**src/rtl/riscv_fetch_queue_if.sv**
```systemverilog
// rtl/riscv_fetch_queue_if.sv - instruction memory and decode handshake bundle for the fetch queue
interface riscv_fetch_queue_if #(
    parameter int XLEN = 32
);
    logic            imem_req;
    logic [XLEN-1:0] imem_addr;
    logic            imem_gnt;
    logic            imem_rvalid;
    logic [XLEN-1:0] imem_rdata;
    logic            out_valid;
    logic [XLEN-1:0] out_pc;
    logic [XLEN-1:0] out_ins;
    logic            out_ready;

    modport master (
        output imem_req, imem_addr, out_valid, out_pc, out_ins,
        input  imem_gnt, imem_rvalid, imem_rdata, out_ready
    );

    modport slave (
        input  imem_req, imem_addr, out_valid, out_pc, out_ins,
        output imem_gnt, imem_rvalid, imem_rdata, out_ready
    );
endinterface

```
**src/rtl/riscv_fetch_queue.sv**
```systemverilog
// rtl/riscv_fetch_queue.sv - in-order instruction fetch queue with variable-latency memory and redirect flush
module riscv_fetch_queue #(
    parameter int              XLEN     = 32,
    parameter int              DEPTH    = 4,
    parameter logic [XLEN-1:0] RESET_PC = '0,
    parameter int              PC_STEP  = 4
) (
    input  logic                   CLK,
    input  logic                   rst,
    input  logic                   redirect_valid,
    input  logic [XLEN-1:0]        redirect_pc,
    riscv_fetch_queue_if.master    bus,
    output logic [$clog2(DEPTH):0] occupancy
);
    localparam int PW = $clog2(DEPTH);
    localparam int CW = PW + 1;

    typedef logic [PW-1:0] ptr_t;
    typedef logic [CW-1:0] cnt_t;

    logic [XLEN-1:0] fetch_pc_q, fetch_pc_d;
    ptr_t            alloc_ptr_q, alloc_ptr_d;
    ptr_t            fill_ptr_q, fill_ptr_d;
    ptr_t            head_ptr_q, head_ptr_d;
    cnt_t            occ_q, occ_d;
    cnt_t            pend_q, pend_d;
    cnt_t            drop_cnt_q, drop_cnt_d;
    logic [XLEN-1:0] pc_q [DEPTH];
    logic [XLEN-1:0] pc_d [DEPTH];
    logic [XLEN-1:0] ins_q [DEPTH];
    logic [XLEN-1:0] ins_d [DEPTH];
    logic [DEPTH-1:0] filled_q, filled_d;

    logic req, grant, resp_fill, resp_drop, out_valid, pop;

    // Request never looks at out_ready, so decode cannot create a path into the memory port.
    assign req       = !rst && !redirect_valid && (occ_q < cnt_t'(DEPTH));
    assign grant     = req && bus.imem_gnt;
    assign resp_drop = bus.imem_rvalid && (drop_cnt_q != '0);
    assign resp_fill = bus.imem_rvalid && (drop_cnt_q == '0) && (pend_q != '0);
    assign out_valid = !rst && !redirect_valid && filled_q[head_ptr_q];
    assign pop       = out_valid && bus.out_ready;

    assign bus.imem_req  = req;
    assign bus.imem_addr = fetch_pc_q;
    assign bus.out_valid = out_valid;
    assign bus.out_pc    = pc_q[head_ptr_q];
    assign bus.out_ins   = ins_q[head_ptr_q];
    assign occupancy     = occ_q;

    always_comb begin
        fetch_pc_d  = fetch_pc_q;
        alloc_ptr_d = alloc_ptr_q;
        fill_ptr_d  = fill_ptr_q;
        head_ptr_d  = head_ptr_q;
        occ_d       = occ_q;
        pend_d      = pend_q;
        drop_cnt_d  = drop_cnt_q;
        pc_d        = pc_q;
        ins_d       = ins_q;
        filled_d    = filled_q;

        if (redirect_valid) begin
            fetch_pc_d  = redirect_pc & ~(XLEN'(3));
            alloc_ptr_d = '0;
            fill_ptr_d  = '0;
            head_ptr_d  = '0;
            occ_d       = '0;
            pend_d      = '0;
            filled_d    = '0;
            // Every request still in flight must be swallowed, minus the one returning right now.
            drop_cnt_d  = drop_cnt_q + pend_q
                        - cnt_t'(bus.imem_rvalid && ((drop_cnt_q != '0) || (pend_q != '0)));
        end else begin
            if (grant) begin
                pc_d[alloc_ptr_q]     = fetch_pc_q;
                filled_d[alloc_ptr_q] = 1'b0;
                alloc_ptr_d           = alloc_ptr_q + ptr_t'(1);
                fetch_pc_d            = fetch_pc_q + XLEN'(PC_STEP);
            end
            if (resp_drop) begin
                drop_cnt_d = drop_cnt_q - cnt_t'(1);
            end
            if (resp_fill) begin
                ins_d[fill_ptr_q]    = bus.imem_rdata;
                filled_d[fill_ptr_q] = 1'b1;
                fill_ptr_d           = fill_ptr_q + ptr_t'(1);
            end
            if (pop) begin
                filled_d[head_ptr_q] = 1'b0;
                head_ptr_d           = head_ptr_q + ptr_t'(1);
            end
            occ_d  = occ_q + cnt_t'(grant) - cnt_t'(pop);
            pend_d = pend_q + cnt_t'(grant) - cnt_t'(resp_fill);
        end
    end

    always_ff @(posedge CLK) begin
        if (rst) begin
            fetch_pc_q  <= RESET_PC;
            alloc_ptr_q <= '0;
            fill_ptr_q  <= '0;
            head_ptr_q  <= '0;
            occ_q       <= '0;
            pend_q      <= '0;
            drop_cnt_q  <= '0;
            filled_q    <= '0;
        end else begin
            fetch_pc_q  <= fetch_pc_d;
            alloc_ptr_q <= alloc_ptr_d;
            fill_ptr_q  <= fill_ptr_d;
            head_ptr_q  <= head_ptr_d;
            occ_q       <= occ_d;
            pend_q      <= pend_d;
            drop_cnt_q  <= drop_cnt_d;
            filled_q    <= filled_d;
            pc_q        <= pc_d;
            ins_q       <= ins_d;
        end
    end

    // A response with nothing outstanding and nothing to drop means the memory broke ordering.
    resp_protocol: assert property (@(posedge CLK) disable iff (rst)
        !(bus.imem_rvalid && (drop_cnt_q == '0) && (pend_q == '0)));
endmodule

```
**src/flat_wrapper.sv**
```systemverilog
// flat-port wrapper written by rule: the top's interface ports become plain ports
module riscv_fetch_queue_flat 
#(
    parameter int              XLEN     = 32,
    parameter int              DEPTH    = 4,
    parameter logic [XLEN-1:0] RESET_PC = '0,
    parameter int              PC_STEP  = 4
)
  (CLK, rst, redirect_valid, redirect_pc, occupancy, bus_imem_req, bus_imem_addr, bus_out_valid, bus_out_pc, bus_out_ins, bus_imem_gnt, bus_imem_rvalid, bus_imem_rdata, bus_out_ready);
  riscv_fetch_queue_if #(.XLEN(XLEN)) bus_i ();
  input  logic CLK;
  input  logic rst;
  input  logic redirect_valid;
  input  logic [XLEN-1:0] redirect_pc;
  output logic [$clog2(DEPTH):0] occupancy;
  output wire logic [$bits(bus_i.imem_req)-1:0] bus_imem_req;
  output wire logic [$bits(bus_i.imem_addr)-1:0] bus_imem_addr;
  output wire logic [$bits(bus_i.out_valid)-1:0] bus_out_valid;
  output wire logic [$bits(bus_i.out_pc)-1:0] bus_out_pc;
  output wire logic [$bits(bus_i.out_ins)-1:0] bus_out_ins;
  input wire logic [$bits(bus_i.imem_gnt)-1:0] bus_imem_gnt;
  input wire logic [$bits(bus_i.imem_rvalid)-1:0] bus_imem_rvalid;
  input wire logic [$bits(bus_i.imem_rdata)-1:0] bus_imem_rdata;
  input wire logic [$bits(bus_i.out_ready)-1:0] bus_out_ready;
  assign bus_imem_req = bus_i.imem_req;
  assign bus_imem_addr = bus_i.imem_addr;
  assign bus_out_valid = bus_i.out_valid;
  assign bus_out_pc = bus_i.out_pc;
  assign bus_out_ins = bus_i.out_ins;
  assign bus_i.imem_gnt = bus_imem_gnt;
  assign bus_i.imem_rvalid = bus_imem_rvalid;
  assign bus_i.imem_rdata = bus_imem_rdata;
  assign bus_i.out_ready = bus_out_ready;
  riscv_fetch_queue #(.XLEN(XLEN), .DEPTH(DEPTH), .RESET_PC(RESET_PC), .PC_STEP(PC_STEP)) u_core (.CLK(CLK), .rst(rst), .redirect_valid(redirect_valid), .redirect_pc(redirect_pc), .bus(bus_i), .occupancy(occupancy));
endmodule
```
**config.mk**
```make
export PLATFORM = sky130hd
export DESIGN_NAME = riscv_fetch_queue_flat
export DESIGN_NICKNAME = d
export VERILOG_FILES = /design/src/rtl/riscv_fetch_queue_if.sv /design/src/rtl/riscv_fetch_queue.sv /design/src/flat_wrapper.sv
export SDC_FILE = /design/constraint.sdc
export NUM_CORES = 1
export LEC_CHECK = 0
export BUFFER_PORTS_ARGS = -buffer_cell sky130_fd_sc_hd__buf_2
export CAP_MARGIN = 20
export CORE_MARGIN = 5
export CORE_UTILIZATION = 35
export CTS_CLUSTER_DIAMETER = 150
export CTS_CLUSTER_SIZE = 30
export DETAILED_ROUTE_END_ITERATION = 10
export HOLD_SLACK_MARGIN = 0.03
export PLACE_DENSITY = 0.52
export SYNTH_ARGS = -nofsm -noshare
export SYNTH_HDL_FRONTEND = slang
export SYNTH_SLANG_ARGS = --single-unit
```
**constraint.sdc**
```tcl
create_clock -name CLK -period 2.59 [get_ports CLK]
set_input_delay 0 -clock CLK [delete_from_list [all_inputs] [get_ports CLK]]
set_output_delay 0 -clock CLK [all_outputs]
set_load 0.03 [all_outputs]
```
==> key figures <==
Run status
  – Outcome: completed

STA
  – Worst Skew: 33.1 ps
  – # setup viols final: 0
  – Max Freq: 409 MHz
  – Slew margin rel.: 0.321
  – Period utilization: 0.944
  – RSZ-0062 raised after global routing: false
  – Pins over their slew limit: 0
  – Least-Margin Pin Slew: 1020 ps
  – Post-route setup slack: 145 ps
  – Hold Fails Final Rpt: 0
  – Min Tclk post-route: 2450 ps

Synthesis
  – Fraction of registers with async set or reset after synthesis: 0
  – Syn Inst Count: 719
  – #FFs+latches synth: 297
  – Cell Area, Synth: 12100 sq um
  – EDFF count, synth: 248
  – Synth warn: 0
  – Avg Inst Size Synth: 16.9 sq um
  – Register area share after synthesis: 0.694
  – Distinct cells, synth: 59
  – Post-synth top flop: edfxtp_1

Clocking
  – Clock sink count: 297
  – CTS tree: built
  – Root Buffer: clkbuf_16
  – Clk pin slew, worst setup/hold paths: 120 ps
  – CTS max path bufs: 3
  – Clock latency on the worst-skew pair: 510 ps
  – Htree depth: 1
  – CTS Buf Count: 13

Global routing
  – Largest net degree at the start of global routing: 69
  – GRT Util Overall: 0.143
  – First-pass GRT wire length: 43500 um
  – Gr ovfl total: 0
  – Antenna violations before repair: 1
  – Number of global-route vias before repair: 7427

Run
  – Max_cap viols: 0

Drt
  – Metal-1 WL: 12400 um
  – DRT Pass-1 Iters: 4
  – Via density: 5.01
  – Routed len/inst: 19.6 um
  – Drt drc: 0
  – 1st-iter DRT viols: 345
  – Routed length on met2: 13800 um
  – WL met3: 1070 um
  – Routed via count: 7154
  – Post-DRT Antenna Nets: 0
  – Detailed Route WL: 28000 um
  – Max layer used: met5

Placed design
  – Post-Place Cells: 1339
  – DP HPWL: 18000 um
  – Pre-CTS WS: -31.3 ps
  – RD Place Congestion: 0.788
  – # port buffers: 164

Floorplan
  – Die width: 196 um
  – Die Y-Extent: 196 um
  – Die area: 38500 sq um
  – Site Rows: 68
  – Core area: 34400 sq um
  – Initial core utilization: 0.353
  – I/O pin total: 171

Pwr
  – Total power draw: 0.00852 W
  – Pwr dens: 575 nW/um^2
  – Pleak: 5.07 nW
  – Worst VDD drop: 0.524 mV

Cells and area
  – Commonest cells after routing, fill and taps aside: 248 x edfxtp_1, 164 x buf_2, 67 x dlygate4sd3_1, 63 x mux4_2, 46 x dfxtp_1
  – Antenna diodes: 0
  – P&R area growth vs syn: 22.0%
  – Post-layout nets: 1060
  – Layout cells sized above 1: 0.317
  – Fillers: 3162
  – Commonest non-fill, non-tap cell in the layout: edfxtp_1
  – Post-route insts no fill: 1428

Critical path
  – WS Path Type: reg -> reg
  – Crit path launch type: register
  – Crit end category: register
  – Crit path max fanout: 2
  – Worst Path Arrival: 2870 ps
  – Worst Path Required: 3010 ps

Worst hold path
  – Worst hold path class: in -> reg
==> synth_stat cells, drive strengths merged (2+ instances only) <==
| library cell | number | area [sq um] |
|---|---|---|
| nand3b | 2 | 15.0 |
| or2 | 4 | 25.0 |
| nor3 | 3 | 15.0 |
| buf | 17 | 103 |
| a2111oi | 6 | 53.8 |
| nor2b | 5 | 31.3 |
| mux2i | 3 | 30.0 |
| and3 | 16 | 100 |
| nand4 | 16 | 106 |
| nand2b | 2 | 12.5 |
| xnor2 | 9 | 78.8 |
| a211oi | 14 | 105 |
| o221ai | 4 | 35.0 |
| xor2 | 8 | 70.1 |
| and2 | 9 | 56.3 |
| a21oi | 16 | 80.1 |
| nand2 | 39 | 146 |
| a311oi | 3 | 26.3 |
| inv | 23 | 86.3 |
| mux4 | 63 | 1420 |
| clkbuf | 27 | 101 |
| o21ai | 6 | 30.0 |
| or3 | 5 | 36.3 |
| fa | 3 | 60.1 |
| o41a | 3 | 33.8 |
| dfxtp | 49 | 981 |
| a311o | 2 | 20.0 |
| o211ai | 8 | 60.1 |
| nand3 | 10 | 50.1 |
| nor2 | 37 | 139 |
| and4 | 5 | 43.8 |
| ha | 21 | 263 |
| nand4b | 2 | 17.5 |
| nor4 | 8 | 62.6 |
| a22oi | 4 | 30.0 |
| edfxtp | 248 | 7450 |
| or4 | 5 | 41.3 |
| a31oi | 2 | 12.5 |
| o31a | 2 | 17.5 |
==> final timing paths <==
check	from	slack (ps)	to	depth (start not counted)
setup / recovery	u_core.drop_cnt_q[0]	140	u_core.drop_cnt_q[2]	12
setup reg to reg	u_core.drop_cnt_q[0]	140	u_core.drop_cnt_q[2]	12
hold reg to reg	u_core.alloc_ptr_q[0]	510	u_core.alloc_ptr_q[0]	2
hold / removal	bus_imem_gnt	120	u_core.alloc_ptr_q[0]	5
==> critical path, stage by stage (launching register included) <==
cell and delay [ps]:
dfxtp_2 350, inv_2 70, ha_4 150, nand2b_4 50, o41a_1 310, ha_1 270, inv_1 40, ha_1 180
fa_2 330, xor3_1 190, a32oi_1 190, xor2_1 180, nor2_1 50
==> where the power goes <==
group,internal [W],total [W],switching (W)
Combinational,0.000367,0.000809,0.000442
Sequential,0.00525,0.00533,0.0000843
Clock,0.000968,0.00238,0.00142
==> final cells by class <==
type,instances,area (sq um),area share
Multi-Input combinational cell,358,3460,0.234
Timing Repair Buffer,273,1890,0.128
Sequential cell,297,8440,0.569
Tap cell,455,569,0.0384
Clock inverter,2,13.8,0.000929
Inverter,23,86.3,0.00583
Clock buffer,20,352,0.0237
==> kinds of logic (layout without fill, tap and decap cells) <==
kind of cell               count (synthesis)  after routing  share of synthesized area
AOI/OAI and AO/OA                         75             75                     0.0451
xor gates and xnor gates                  18             18                     0.0142
adders and majority gates                 24             24                     0.0266
buffers and inverters                     67            318                     0.0239
DFF                                      297            297                      0.694
muxes                                     66             66                      0.119
other                                      1              4                   0.000309
and+or+nand+nor                          171            171                     0.0765
==> flip-flops by register name (all words and copies together) (netlist names) <==
| register | count |
|---|---|
| u_core.filled_q | 4 |
| u_core.fill_ptr_q | 2 |
| u_core.ins_q | 128 |
| u_core.drop_cnt_q | 3 |
| u_core.pc_q | 120 |
| u_core.occupancy | 3 |
| u_core.head_ptr_q | 2 |
| u_core.pend_q | 3 |
| u_core.alloc_ptr_q | 2 |
| u_core.bus.imem_addr | 30 |
==> layer usage <==
layer	up-vias	track usage
met5	-	0
met4	2	0.0380
met3	35	0.0182
met2	159	0.241
met1	3628	0.195
li1	3330	-
==> stage by stage <==
step / hold WS (ps) / area (sq um) / TNS [ps] / util
after global routing: 119 / 14800 / 0 / 0.431
after detailed placement: 218 / 13800 / -31.3 / 0.401
after floorplan: 98.9 / 12200 / 0 / -
after CTS: 95.4 / 14800 / 0 / 0.431
final: 124 / 14800 / 0 / 0.431
after global placement: 219 / 13800 / -1.31 / 0.401
==> timing repair <==
item / 4_1_cts / 5_1_grt
endpoints found under the setup margin: 1 / 0
resized for setup: 1 / 0
hold buffers: 67 / 0
hold endpoints to repair: 167 / 0
buffers inserted: 0 / 0
No activity file was read; power rests on OpenSTA's default activity.
